`src/rtl/fp4_e2m1_pkg.sv`:
```
// Shared types and helpers for the FP4 E2M1 dot-product datapath.
// Magnitudes are kept in half units so every product is an exact integer in quarter units.
package fp4_e2m1_pkg;

  localparam int PROD_W = 9;

  typedef struct packed {
    logic       sign;
    logic [1:0] exp;
    logic       man;
  } e2m1_t;

  // Indexed by {exp, man}; entry 0 is the lowest nibble of the vector.
  localparam logic [7:0][3:0] E2M1_MAG_HALF = {
    4'd12, 4'd8, 4'd6, 4'd4, 4'd3, 4'd2, 4'd1, 4'd0
  };

  function automatic logic [3:0] e2m1_mag_half(input e2m1_t v);
    return E2M1_MAG_HALF[{v.exp, v.man}];
  endfunction

endpackage

```
`src/rtl/fp4_e2m1_lane_mul.sv`:
```
// Exact signed product of one E2M1 operand pair, in quarter units.
// Zero-magnitude products are forced to +0 so -0 never leaks a sign.
module fp4_e2m1_lane_mul
  import fp4_e2m1_pkg::*;
(
  input  logic        [3:0]        a,
  input  logic        [3:0]        b,
  output logic signed [PROD_W-1:0] prod
);

  e2m1_t                 op_a;
  e2m1_t                 op_b;
  logic [7:0]            mag;
  logic [PROD_W-1:0]     mag_ext;
  logic                  neg;

  always_comb begin
    op_a    = e2m1_t'(a);
    op_b    = e2m1_t'(b);
    mag     = {4'b0, e2m1_mag_half(op_a)} * {4'b0, e2m1_mag_half(op_b)};
    mag_ext = {1'b0, mag};
    neg     = (op_a.sign ^ op_b.sign) && (mag != 8'd0);
    prod    = neg ? -$signed(mag_ext) : $signed(mag_ext);
  end

endmodule

```
`src/rtl/fp4_e2m1_dot_accum.sv`:
```
// N-lane FP4 E2M1 dot product with streaming accumulator: multiply, reduce, accumulate.
// One global advance enable stalls all three stages while a result waits downstream.
module fp4_e2m1_dot_accum
  import fp4_e2m1_pkg::*;
#(
  parameter int LANES    = 8,
  parameter int ACC_W    = 24,
  parameter bit SATURATE = 1'b1
) (
  input  logic                 clk_i,
  input  logic                 rst_ni,
  input  logic                 in_valid_i,
  output logic                 in_ready_o,
  input  logic [4*LANES-1:0]   in_a_i,
  input  logic [4*LANES-1:0]   in_b_i,
  input  logic                 in_last_i,
  output logic                 out_valid_o,
  input  logic                 out_ready_i,
  output logic [ACC_W-1:0]     out_data_o,
  output logic                 out_ovf_o
);

  localparam int SUM_W = PROD_W + $clog2(LANES);
  localparam logic signed [ACC_W:0] ACC_MAX = {2'b00, {(ACC_W-1){1'b1}}};
  localparam logic signed [ACC_W:0] ACC_MIN = -ACC_MAX;

  logic adv;

  logic signed [PROD_W-1:0] prod_d [LANES];
  logic signed [PROD_W-1:0] prod_q [LANES];
  logic                     s1_valid_q;
  logic                     s1_last_q;

  logic signed [SUM_W-1:0]  tree_sum;
  logic signed [SUM_W-1:0]  sum_q;
  logic                     s2_valid_q;
  logic                     s2_last_q;

  logic [ACC_W-1:0]         acc_q;
  logic                     ovf_q;
  logic signed [ACC_W:0]    full_sum;
  logic [ACC_W-1:0]         acc_next;
  logic                     acc_ovf;

  assign adv        = !out_valid_o || out_ready_i;
  assign in_ready_o = adv;

  for (genvar g = 0; g < LANES; g++) begin : g_lane
    fp4_e2m1_lane_mul u_mul (
      .a    (in_a_i[4*g +: 4]),
      .b    (in_b_i[4*g +: 4]),
      .prod (prod_d[g])
    );
  end

  always_ff @(posedge clk_i or negedge rst_ni) begin
    if (!rst_ni) begin
      s1_valid_q <= 1'b0;
      s1_last_q  <= 1'b0;
      for (int i = 0; i < LANES; i++) prod_q[i] <= '0;
    end else if (adv) begin
      s1_valid_q <= in_valid_i;
      s1_last_q  <= in_last_i;
      prod_q     <= prod_d;
    end
  end

  always_comb begin
    tree_sum = '0;
    for (int i = 0; i < LANES; i++) tree_sum = tree_sum + SUM_W'(prod_q[i]);
  end

  always_ff @(posedge clk_i or negedge rst_ni) begin
    if (!rst_ni) begin
      s2_valid_q <= 1'b0;
      s2_last_q  <= 1'b0;
      sum_q      <= '0;
    end else if (adv) begin
      s2_valid_q <= s1_valid_q;
      s2_last_q  <= s1_last_q;
      sum_q      <= tree_sum;
    end
  end

  // One guard bit holds the exact sum so overflow is judged before clamp or wrap.
  always_comb begin
    full_sum = $signed({acc_q[ACC_W-1], acc_q}) + (ACC_W+1)'(sum_q);
    acc_next = full_sum[ACC_W-1:0];
    acc_ovf  = 1'b0;
    if (SATURATE) begin
      if (full_sum > ACC_MAX) begin
        acc_next = ACC_MAX[ACC_W-1:0];
        acc_ovf  = 1'b1;
      end else if (full_sum < ACC_MIN) begin
        acc_next = ACC_MIN[ACC_W-1:0];
        acc_ovf  = 1'b1;
      end
    end else begin
      acc_ovf = full_sum[ACC_W] ^ full_sum[ACC_W-1];
    end
  end

  always_ff @(posedge clk_i or negedge rst_ni) begin
    if (!rst_ni) begin
      acc_q       <= '0;
      ovf_q       <= 1'b0;
      out_valid_o <= 1'b0;
      out_data_o  <= '0;
      out_ovf_o   <= 1'b0;
    end else if (adv) begin
      out_valid_o <= 1'b0;
      if (s2_valid_q) begin
        if (s2_last_q) begin
          out_data_o  <= acc_next;
          out_ovf_o   <= ovf_q | acc_ovf;
          out_valid_o <= 1'b1;
          acc_q       <= '0;
          ovf_q       <= 1'b0;
        end else begin
          acc_q <= acc_next;
          ovf_q <= ovf_q | acc_ovf;
        end
      end
    end
  end

endmodule

```
`config.mk`:
```
export PLATFORM = sky130hd
export DESIGN_NAME = fp4_e2m1_dot_accum
export DESIGN_NICKNAME = d
export VERILOG_FILES = /design/src/rtl/fp4_e2m1_pkg.sv /design/src/rtl/fp4_e2m1_lane_mul.sv /design/src/rtl/fp4_e2m1_dot_accum.sv
export SDC_FILE = /design/constraint.sdc
export NUM_CORES = 1
export LEC_CHECK = 0
export CAP_MARGIN = 20
export CORE_MARGIN = 3
export CORE_UTILIZATION = 61
export CTS_CLUSTER_DIAMETER = 50
export DETAILED_ROUTE_END_ITERATION = 16
export GPL_ROUTABILITY_DRIVEN = 1
export PLACE_DENSITY = 0.91
export SETUP_SLACK_MARGIN = 0.5
export SLEW_MARGIN = 10
export SYNTH_ARGS = -nofsm -noshare
export SYNTH_HDL_FRONTEND = slang
export SYNTH_SLANG_ARGS = --single-unit
```
`constraint.sdc`:
```
create_clock -name clk_i -period 5.65 [get_ports clk_i]
set_clock_uncertainty 0.1 [all_clocks]
set_input_delay 1.13 -clock clk_i [delete_from_list [all_inputs] [get_ports clk_i]]
set_output_delay 1.13 -clock clk_i [all_outputs]
set_load 0.02 [all_outputs]
```
; Yosys cells after proc, flatten, opt, wreduce, memory -nomap -nowiden
; Memories as Yosys holds them, arrays and structs flattened.
; Cells that the tools add are included.
[classes]
addsub = 16
multipliers = 8
order_cmp = 18
mux = 32
bitwise_logic = 9
n_reduce_logical = 20
[op_table]
columns = op, n
row1 = $mux W24, 3
row2 = $mux W9, 8
row3 = $neg A8 Y9, 8
row4 = $lt A3 B4 Y1 const B, 16
row5 = $mul A4 B4 Y8, 8
row6 = $mux W4, 16
row7 = $reduce_bool A8 Y1, 8
row8 = $add A12 B9 Y12, 4
row9 = $add A24 B12 Y25, 1
row10 = $gt A25 B24 Y1 const B, 1
row11 = $lt A25 B24 Y1 const B, 1
row12 = $add A11 B9 Y12, 1
row13 = $add A10 B9 Y11, 1
row14 = $add A9 B9 Y10, 1
row15 = $logic_and A1 B1 Y1, 8
row16 = $xor A1 B1 Y1, 8
row17 = $mux W1, 5
row18 = $reduce_and A3 Y1, 1
row19 = $reduce_and A2 Y1, 1
row20 = $logic_not A1 Y1, 1
row21 = $logic_or A1 B1 Y1, 1
row22 = $or A1 B1 Y1, 1
[word_totals]
ff_bits = 139
romBits = 512
input_bits = 69
n_memories = 16
[memory_table]
columns = memory, words, width, rd, rd_ports_with_merged_regs, wr, line_no
row1 = (no name shown), 8, 4, 1, 0, 0, fp4_e2m1_pkg.sv:19  ; return E2M1_MAG_HALF[{v.exp, v.man}];
row2 = (no name shown), 8, 4, 1, 0, 0, fp4_e2m1_pkg.sv:19
row3 = (no name shown), 8, 4, 1, 0, 0, fp4_e2m1_pkg.sv:19
row4 = (no name shown), 8, 4, 1, 0, 0, fp4_e2m1_pkg.sv:19
row5 = (no name shown), 8, 4, 1, 0, 0, fp4_e2m1_pkg.sv:19
row6 = (no name shown), 8, 4, 1, 0, 0, fp4_e2m1_pkg.sv:19
row7 = 10 more memories, n/a, n/a, n/a, n/a, n/a, n/a

; Depth between registers and ports, before layout
; Gate-level depths: netlist of run 1.
[logic_depth]
ltp_word = 7
depth_mapped = 18
mapped_depth_nobuf = 18

; Modules after synthesis
; A second synthesis of run 1 with hierarchy kept.
[unflattened]
hier_cells = 1833
hier_area_um2 = 15138.3
[modules_own_cells]
columns = mod, n_inst, cells_each, area_per_inst_um2, seq_area_each_um2
row1 = fp4_e2m1_dot_accum, 1, 1027, 9225.1, 3478.3
row2 = fp4_e2m1_lane_mul (g_lane[1].u_mul ...), 6, 102, 742.0, 0.0
row3 = fp4_e2m1_lane_mul (g_lane[0].u_mul), 1, 102, 739.5, 0.0
row4 = fp4_e2m1_lane_mul (g_lane[7].u_mul), 1, 92, 721.9, 0.0

; Worst setup path before layout of run 1
; No wires, ideal clock.
[synth_timing]
path_type = in2reg
startpoint = in in_b_i[10]
endpoint = reg prod_q[52] in the netlist's numbering
setup_time_ns = 0.148
arrival_ns = 4.634
slack_ns = 0.769
cell_stages = 17
n_path_buf = 1
path_cell_list = clkbuf_1 -> nand2_1 -> mux2_2 -> or2_2 -> fa_1 -> inv_1 -> fa_1 -> ha_1 -> a21o_1 -> a21oi_1 -> o21bai_1 -> a21oi_1 -> xor2_1 -> a21o_1 -> a31oi_1 -> xor2_1 -> a21oi_1
[synth_via]
elab_chain_cells = 6
[synth_rtl]
columns = item, line_no
row1 = start: declaration, fp4_e2m1_dot_accum.sv:15  ; input logic [4*LANES-1:0] in_b_i,
row2 = $mem_v2 Z8 W4 (*), n/a
row3 = $mux W4 (not written as such) (*), fp4_e2m1_pkg.sv:19
row4 = $mul A4 B4 Y8 (*), fp4_e2m1_lane_mul.sv:20  ; mag = {4'b0, e2m1_mag_half(op_a)} * {4'b0, e2m1_mag_half(op_b)};
row5 = branches (longest 2 deep; another with $neg A8 Y9), n/a
row6 = $mux W9 (*), fp4_e2m1_lane_mul.sv:23  ; prod = neg ? -$signed(mag_ext) : $signed(mag_ext);
row7 = end signal: assignment, fp4_e2m1_dot_accum.sv:64  ; prod_q <= prod_d;
row8 = end: declaration, fp4_e2m1_dot_accum.sv:30  ; logic signed [PROD_W-1:0] prod_q [LANES];
; Mark *: on every way between the ends. The select of a mux whose other input is x is not followed.
; A chain may end at the register's enable or synchronous reset.

; Worst setup path after layout of run 1
[layout_timing]
startpoint = in in_b_i[0]
endpoint = reg prod_q[65] in the netlist's numbering
; Same word-level chain as after synthesis.

==> results.py, run 1 <==
metrics = {
    "clock_network": {
        "postCtsHoldBufs": 0,
        "insertion_delay_ps": 450,
        "cts_tree": "yes",
        "clock_path_buffers": 2,
        "cts-root-buf": "clkbuf_16",
        "clkSlewWorstSetupHoldPaths_ps": 60,
        "htree_levels": 4,
        "cts_buffers": 17,
        "numClockSinks": 139,
    },
    "sta": {
        "worst_pin_slew_ps": 1090,
        "fin_ws_ps": 156,
        "timing.fmax_ghz": 0.182,
        "fin_crit_ps": 5490,
        "slew_viol_final": 0,
        "relSlewSlack_pct": 27.0,
        "setup_viol": 0,
        "min_period_over_period_pct": 97.2,
        "hold_violations": 0,
        "tns_ps": 0,
        "grt_setup_unrepaired": "yes",
        "whs_ps": 371,
    },
    "worst_setup_path": {
        "critPathMaxFanout": 6,
        "crit_chain": "clkdlybuf4s50_1 -> nand2_1 -> mux2_2 -> or2_2 -> fa_1 -> inv_1 -> fa_2 -> ha_1 -> a21o_1 -> a21oi_2 -> buf_4 -> xnor2_2 -> nand3b_1 -> nor2b_2 -> a21o_4 -> nor2_1 -> xnor2_1 -> o21ai_0",
        "cp-end-kind": "register",
        "cp_slowest_cell": "fa_2",
        "cp.arrival_ps": 5650,
        "cp_slowest_stage_delay_ps": 600,
        "path_class": "in -> reg",
        "crit_required_ps": 5800,
        "critPathLaunchType": "input port",
    },
    "detailed_routing": {
        "dr.pass1.iters": 8,
        "routedWlPerCell_um": 18.5,
        "viasPerCell": 6.11,
        "wl_um": 36300,
        "vias": 11951,
        "first_iter_violations": 1019,
        "postRouteAntennaNets": 0,
        "drc": 0,
    },
    "synth": {
        "syn-mean-instance-area_um2": 8.63,
        "synth_area_mm2": 0.0135,
        "synth_flop_cell": "dfrtp_1",
        "synthCells": 1569,
        "yosysMostFrequentCell": "nor2_1",
        "ys_types": 64,
        "synthTopCellsByCount": "193 x nor2_1, 184 x nand2_1, 163 x inv_1",
        "yosys.area.top_type": "dfrtp_1",
        "synth.area.top_cells": "dfrtp_1 26%, fa_1 13%, ha_1 13%, nor2_1 5.4%, nand2_1 5.1%",
        "synth_seq_cells": 139,
        "ys_seq_area_share_pct": 25.7,
        "syn_nets": 1868,
        "synth_edf_count": 0,
        "yosysTopAreaCellShare_pct": 25.7,
        "synthArstFlopShare_pct": 100,
        "ys_warn_count": 0,
    },
    "floorplanning": {
        "die_y_um": 155,
        "pin_count": 96,
        "design.die.area_mm2": 0.0240,
        "design.core.area_mm2": 0.0214,
        "floorplan.rows": 53,
        "initial_core_util_pct": 63.2,
        "die_x_um": 155,
    },
    "finish": {
        "nets": 1969,
        "regArea_mm2": 0.00348,
        "finalNonFillerCells": 1957,
        "layout-area-overhead-vs-synth_pct": 16.7,
        "layout-drive-gt1-share_pct": 9.99,
        "diodes": 0,
        "multi_input_area_mm2": 0.00949,
        "nFillCells": 1387,
    },
    "place": {
        "gp_congestion": 0.906,
        "placed_cells": 1904,
        "dp_slack_ps": -7.38,
        "portBuffers": 95,
        "hpwl_um": 23900,
    },
    "global_routing": {
        "grt_max_degree": 124,
        "grt_pass1_vias": 11621,
        "grt_pass1_wl_um": 53200,
        "antenna_found_initial": 0,
        "grt-ovfl-total": 0,
        "grt_use_total_pct": 27.0,
    },
    "outcome": {
        "status": "finished clean",
    },
    "run": {
        "max_cap_violations": 0,
    },
    "worst_hold_path": {
        "hold_class": "reg -> reg",
    },
}
cells by family after synthesis:
group,Yosys count,synth area share (%)
and+or+nand+nor,527,17.4
buffers and inverters,208,5.96
AOI/OAI and AO/OA,330,15.6
muxes,25,1.98
DFF,139,25.7
adders and majority gates,232,26.4
xor gates and xnor gates,108,6.99
repair_timing:
item	4_1_cts	5_1_grt
pin swaps	4	47
setup endpoints to repair	7	44
setup buffers	3	19
gates cloned	0	0
gates resized for setup	2	71
through the flow:
step                utilization (%)  cell area (um^2)
floorplan                         -             13500
global placement               68.7             14700
detailed placement             68.7             14700
CTS                            71.8             15400
global route                   73.7             15800
finish                         73.7             15800
flip-flops by register name, summed over array words and instances (netlist names):
signal	flops
acc_q	24
prod_q	72
s2_last_q	1
s1_last_q	1
ovf_q	1
sum_q	12
s2_valid_q	1
out_ovf_o	1
s1_valid_q	1
out_data_o	24
out_valid_o	1
cell usage in the layout, fill, tap and decap left out, types with 11 or more instances in the layout:
master	instances
a21oi_1	77
inv_1	158
xor2_1	39
buf_4	31
nand2b_1	29
nand3_1	17
or2_2	29
dlymetal6s2s_1	16
clkdlybuf4s50_1	78
nand2_1	184
fa_1	83
clkbuf_16	17
o21ai_0	88
nor2_1	188
xnor2_1	59
nor3_1	12
ha_1	140
nor2b_1	11
o31ai_1	39
mux2i_1	11
dfrtp_1	139
a21oi_2	13
a21o_1	31
o21bai_1	13
final timing paths:
| kind | slack [ps] | end | startpoint | cells after the start |
|---|---|---|---|---|
| worst max-delay path | 160 | prod_q[65] | in_b_i[0] | 18 |
| min in group asynchronous | 710 | out_data_o[20] | rst_ni | 1 |
| max in group asynchronous | 3670 | prod_q[44] | rst_ni | 2 |
| worst max register to register | 600 | sum_q[10] | prod_q[2] | 16 |
| worst min register to register | 370 | s1_last_q | s1_last_q | 2 |
| worst min-delay path | 370 | s1_last_q | s1_last_q | 2 |
worst max-delay path, delay by kind of cell:
kind	cells	cell delay, ps
compound gates	4	780
fa+ha+maj	3	1310
xor+xnor	2	390
buf+inv	3	760
simple gates	5	950
mux	1	310
cell type report:
cell class                 count  share of cell area (%)
sequential                   139                    22.0
timing repair buffer         127                    7.83
clock inverter                11                    1.05
clock buffer                  20                    2.96
inverter                     163                    3.87
multi-input combinational   1222                    60.1
tap                          275                    2.18
layer usage:
metal	vias to the layer above	routed length (um)	global-route usage, %
met5	-	0	0
met4	0	1930	13.2
met3	163	2740	4.92
met2	630	18200	47.3
met1	5714	13400	32.0
li1	5444	-	-
Power of run 1 is not shown: default switching activity piles up to over one toggle a cycle in this logic, so the estimate is an artifact.
==> inputs of run 2 (changes only) <==
PLACE_DENSITY = 0.89   (was 0.91)
==> results.py, run 2 (synthesis gave the netlist of run 1 again) <==
metrics = {
    "global_routing": {
        "grt_pass1_wl_um": 51700,
        "grt_pass1_vias": 11251,
        "grt_max_degree": 124,
        "grt-ovfl-total": 0,
        "antenna_found_initial": 0,
        "grt_use_total_pct": 26.0,
    },
    "detailed_routing": {
        "viasPerCell": 5.87,
        "first_iter_violations": 657,
        "vias": 11467,
        "drc": 0,
        "postRouteAntennaNets": 0,
        "routedWlPerCell_um": 16.8,
        "wl_um": 32800,
        "dr.pass1.iters": 5,
    },
    "floorplanning": {
        "floorplan.rows": 53,
        "pin_count": 96,
        "die_x_um": 155,
        "design.die.area_mm2": 0.0240,
        "initial_core_util_pct": 63.2,
        "die_y_um": 155,
        "design.core.area_mm2": 0.0214,
    },
    "sta": {
        "setup_viol": 0,
        "grt_setup_unrepaired": "no",
        "timing.fmax_ghz": 0.189,
        "hold_violations": 0,
        "min_period_over_period_pct": 93.5,
        "worst_pin_slew_ps": 1090,
        "tns_ps": 0,
        "slew_viol_final": 0,
        "fin_crit_ps": 5280,
        "relSlewSlack_pct": 27.5,
    },
    "place": {
        "hpwl_um": 23100,
        "portBuffers": 95,
        "gp_congestion": 0.902,
    },
    "clock_network": {
        "htree_levels": 4,
        "cts_buffers": 17,
        "clkSlewWorstSetupHoldPaths_ps": 60,
        "insertion_delay_ps": 440,
        "cts-root-buf": "clkbuf_16",
        "clock_path_buffers": 2,
        "cts_tree": "yes",
        "numClockSinks": 139,
    },
    "worst_setup_path": {
        "cp.arrival_ps": 5520,
        "critPathMaxFanout": 6,
        "path_class": "in -> reg",
        "cp-end-kind": "register",
        "critPathLaunchType": "input port",
        "crit_required_ps": 5890,
    },
    "worst_hold_path": {
        "hold_class": "reg -> reg",
    },
    "finish": {
        "largest_reg_flops": 72,
        "layout-area-overhead-vs-synth_pct": 16.4,
        "layout-drive-gt1-share_pct": 9.96,
        "nFillCells": 1445,
        "layout_common_cells": "184 x nor2_1, 184 x nand2_1, 157 x inv_1",
        "nets": 1963,
        "top_register": "prod_q",
        "reg_top3": "prod_q x72, acc_q x24, out_data_o x24",
        "diodes": 0,
    },
    "run": {
        "max_cap_violations": 0,
    },
    "outcome": {
        "status": "finished clean",
    },
}
run 2: cell count changes in the layout (fill, tap and decap cells not counted), moves of 3 or more:
| cell | change |
|---|---|
| buf_4 | -6 |
| o21ai_1 | +3 |
| clkbuf_1 | +4 |
| o21ai_0 | -3 |
| nor2_2 | +3 |
| mux2_4 | +3 |
| mux2_2 | -3 |
| nor2_1 | -4 |
run 2: stage by stage:
step	utilization (%)	setup slack, ps	std cells	instance area (um^2)	hold slack [ps]
global route	73.5	336	1952	15800	399
CTS	71.9	484	1942	15400	377
floorplan	-	769	1569	13500	339
finish	73.5	368	1952	15800	370
global placement	68.8	176	1904	14700	352
detailed placement	68.8	19.9	1904	14700	364
run 2: critical path, stage by stage:
cell and delay (ps):
clkdlybuf4s50_1 520, nand2_1 80, mux2_4 300, or2_2 310
fa_1 550, inv_2 70, fa_2 610, fa_2 500
nor2_4 160, nand2_1 120, nor3b_2 260, nor2b_1 160
a21o_2 280, a21oi_2 80, xor2_1 160, a21oi_1 240
run 2: routing by layer:
metal | part of all wire [%] | vias to the layer above | GRT usage (%)
met5 | 0 | - | 0
met4 | 3.4 | 0 | 9.38
met3 | 4.9 | 101 | 3.78
met2 | 51 | 381 | 45.9
met1 | 41 | 5540 | 32.4
li1 | - | 5445 | -
run 2: repair_timing:
| item | CTS | global route |
|---|---|---|
| gates resized for setup | 9 | 81 |
| buffers inserted | 6 | 10 |
| pin swaps | 7 | 51 |
| endpoints found under the setup margin | 13 | 45 |
| hold buffers | 0 | 0 |
run 2: worst paths after layout:
path / startpoint / to / slack [ps] / cells past startpoint
setup reg to reg: prod_q[2] / sum_q[10] / 910 / 16
hold / removal: out_data_o[3] / out_data_o[3] / 370 / 2
min in group asynchronous: rst_ni / out_data_o[19] / 690 / 1
setup / recovery: in_a_i[12] / prod_q[40] / 370 / 16
max in group asynchronous: rst_ni / prod_q[41] / 3630 / 2
hold reg to reg: out_data_o[3] / out_data_o[3] / 370 / 2
run 2: layout make-up:
type / instances / area (um^2) / area share (%)
inverters: 163 / 612 / 3.88
flip-flops and latches: 139 / 3480 / 22.1
clock inverters: 7 / 87.6 / 0.556
well taps: 275 / 344 / 2.18
multi-input cells: 1222 / 9530 / 60.5
repair buffers: 121 / 1200 / 7.65
clock buffers: 25 / 495 / 3.15
Power of run 2 is left out for the same reason.
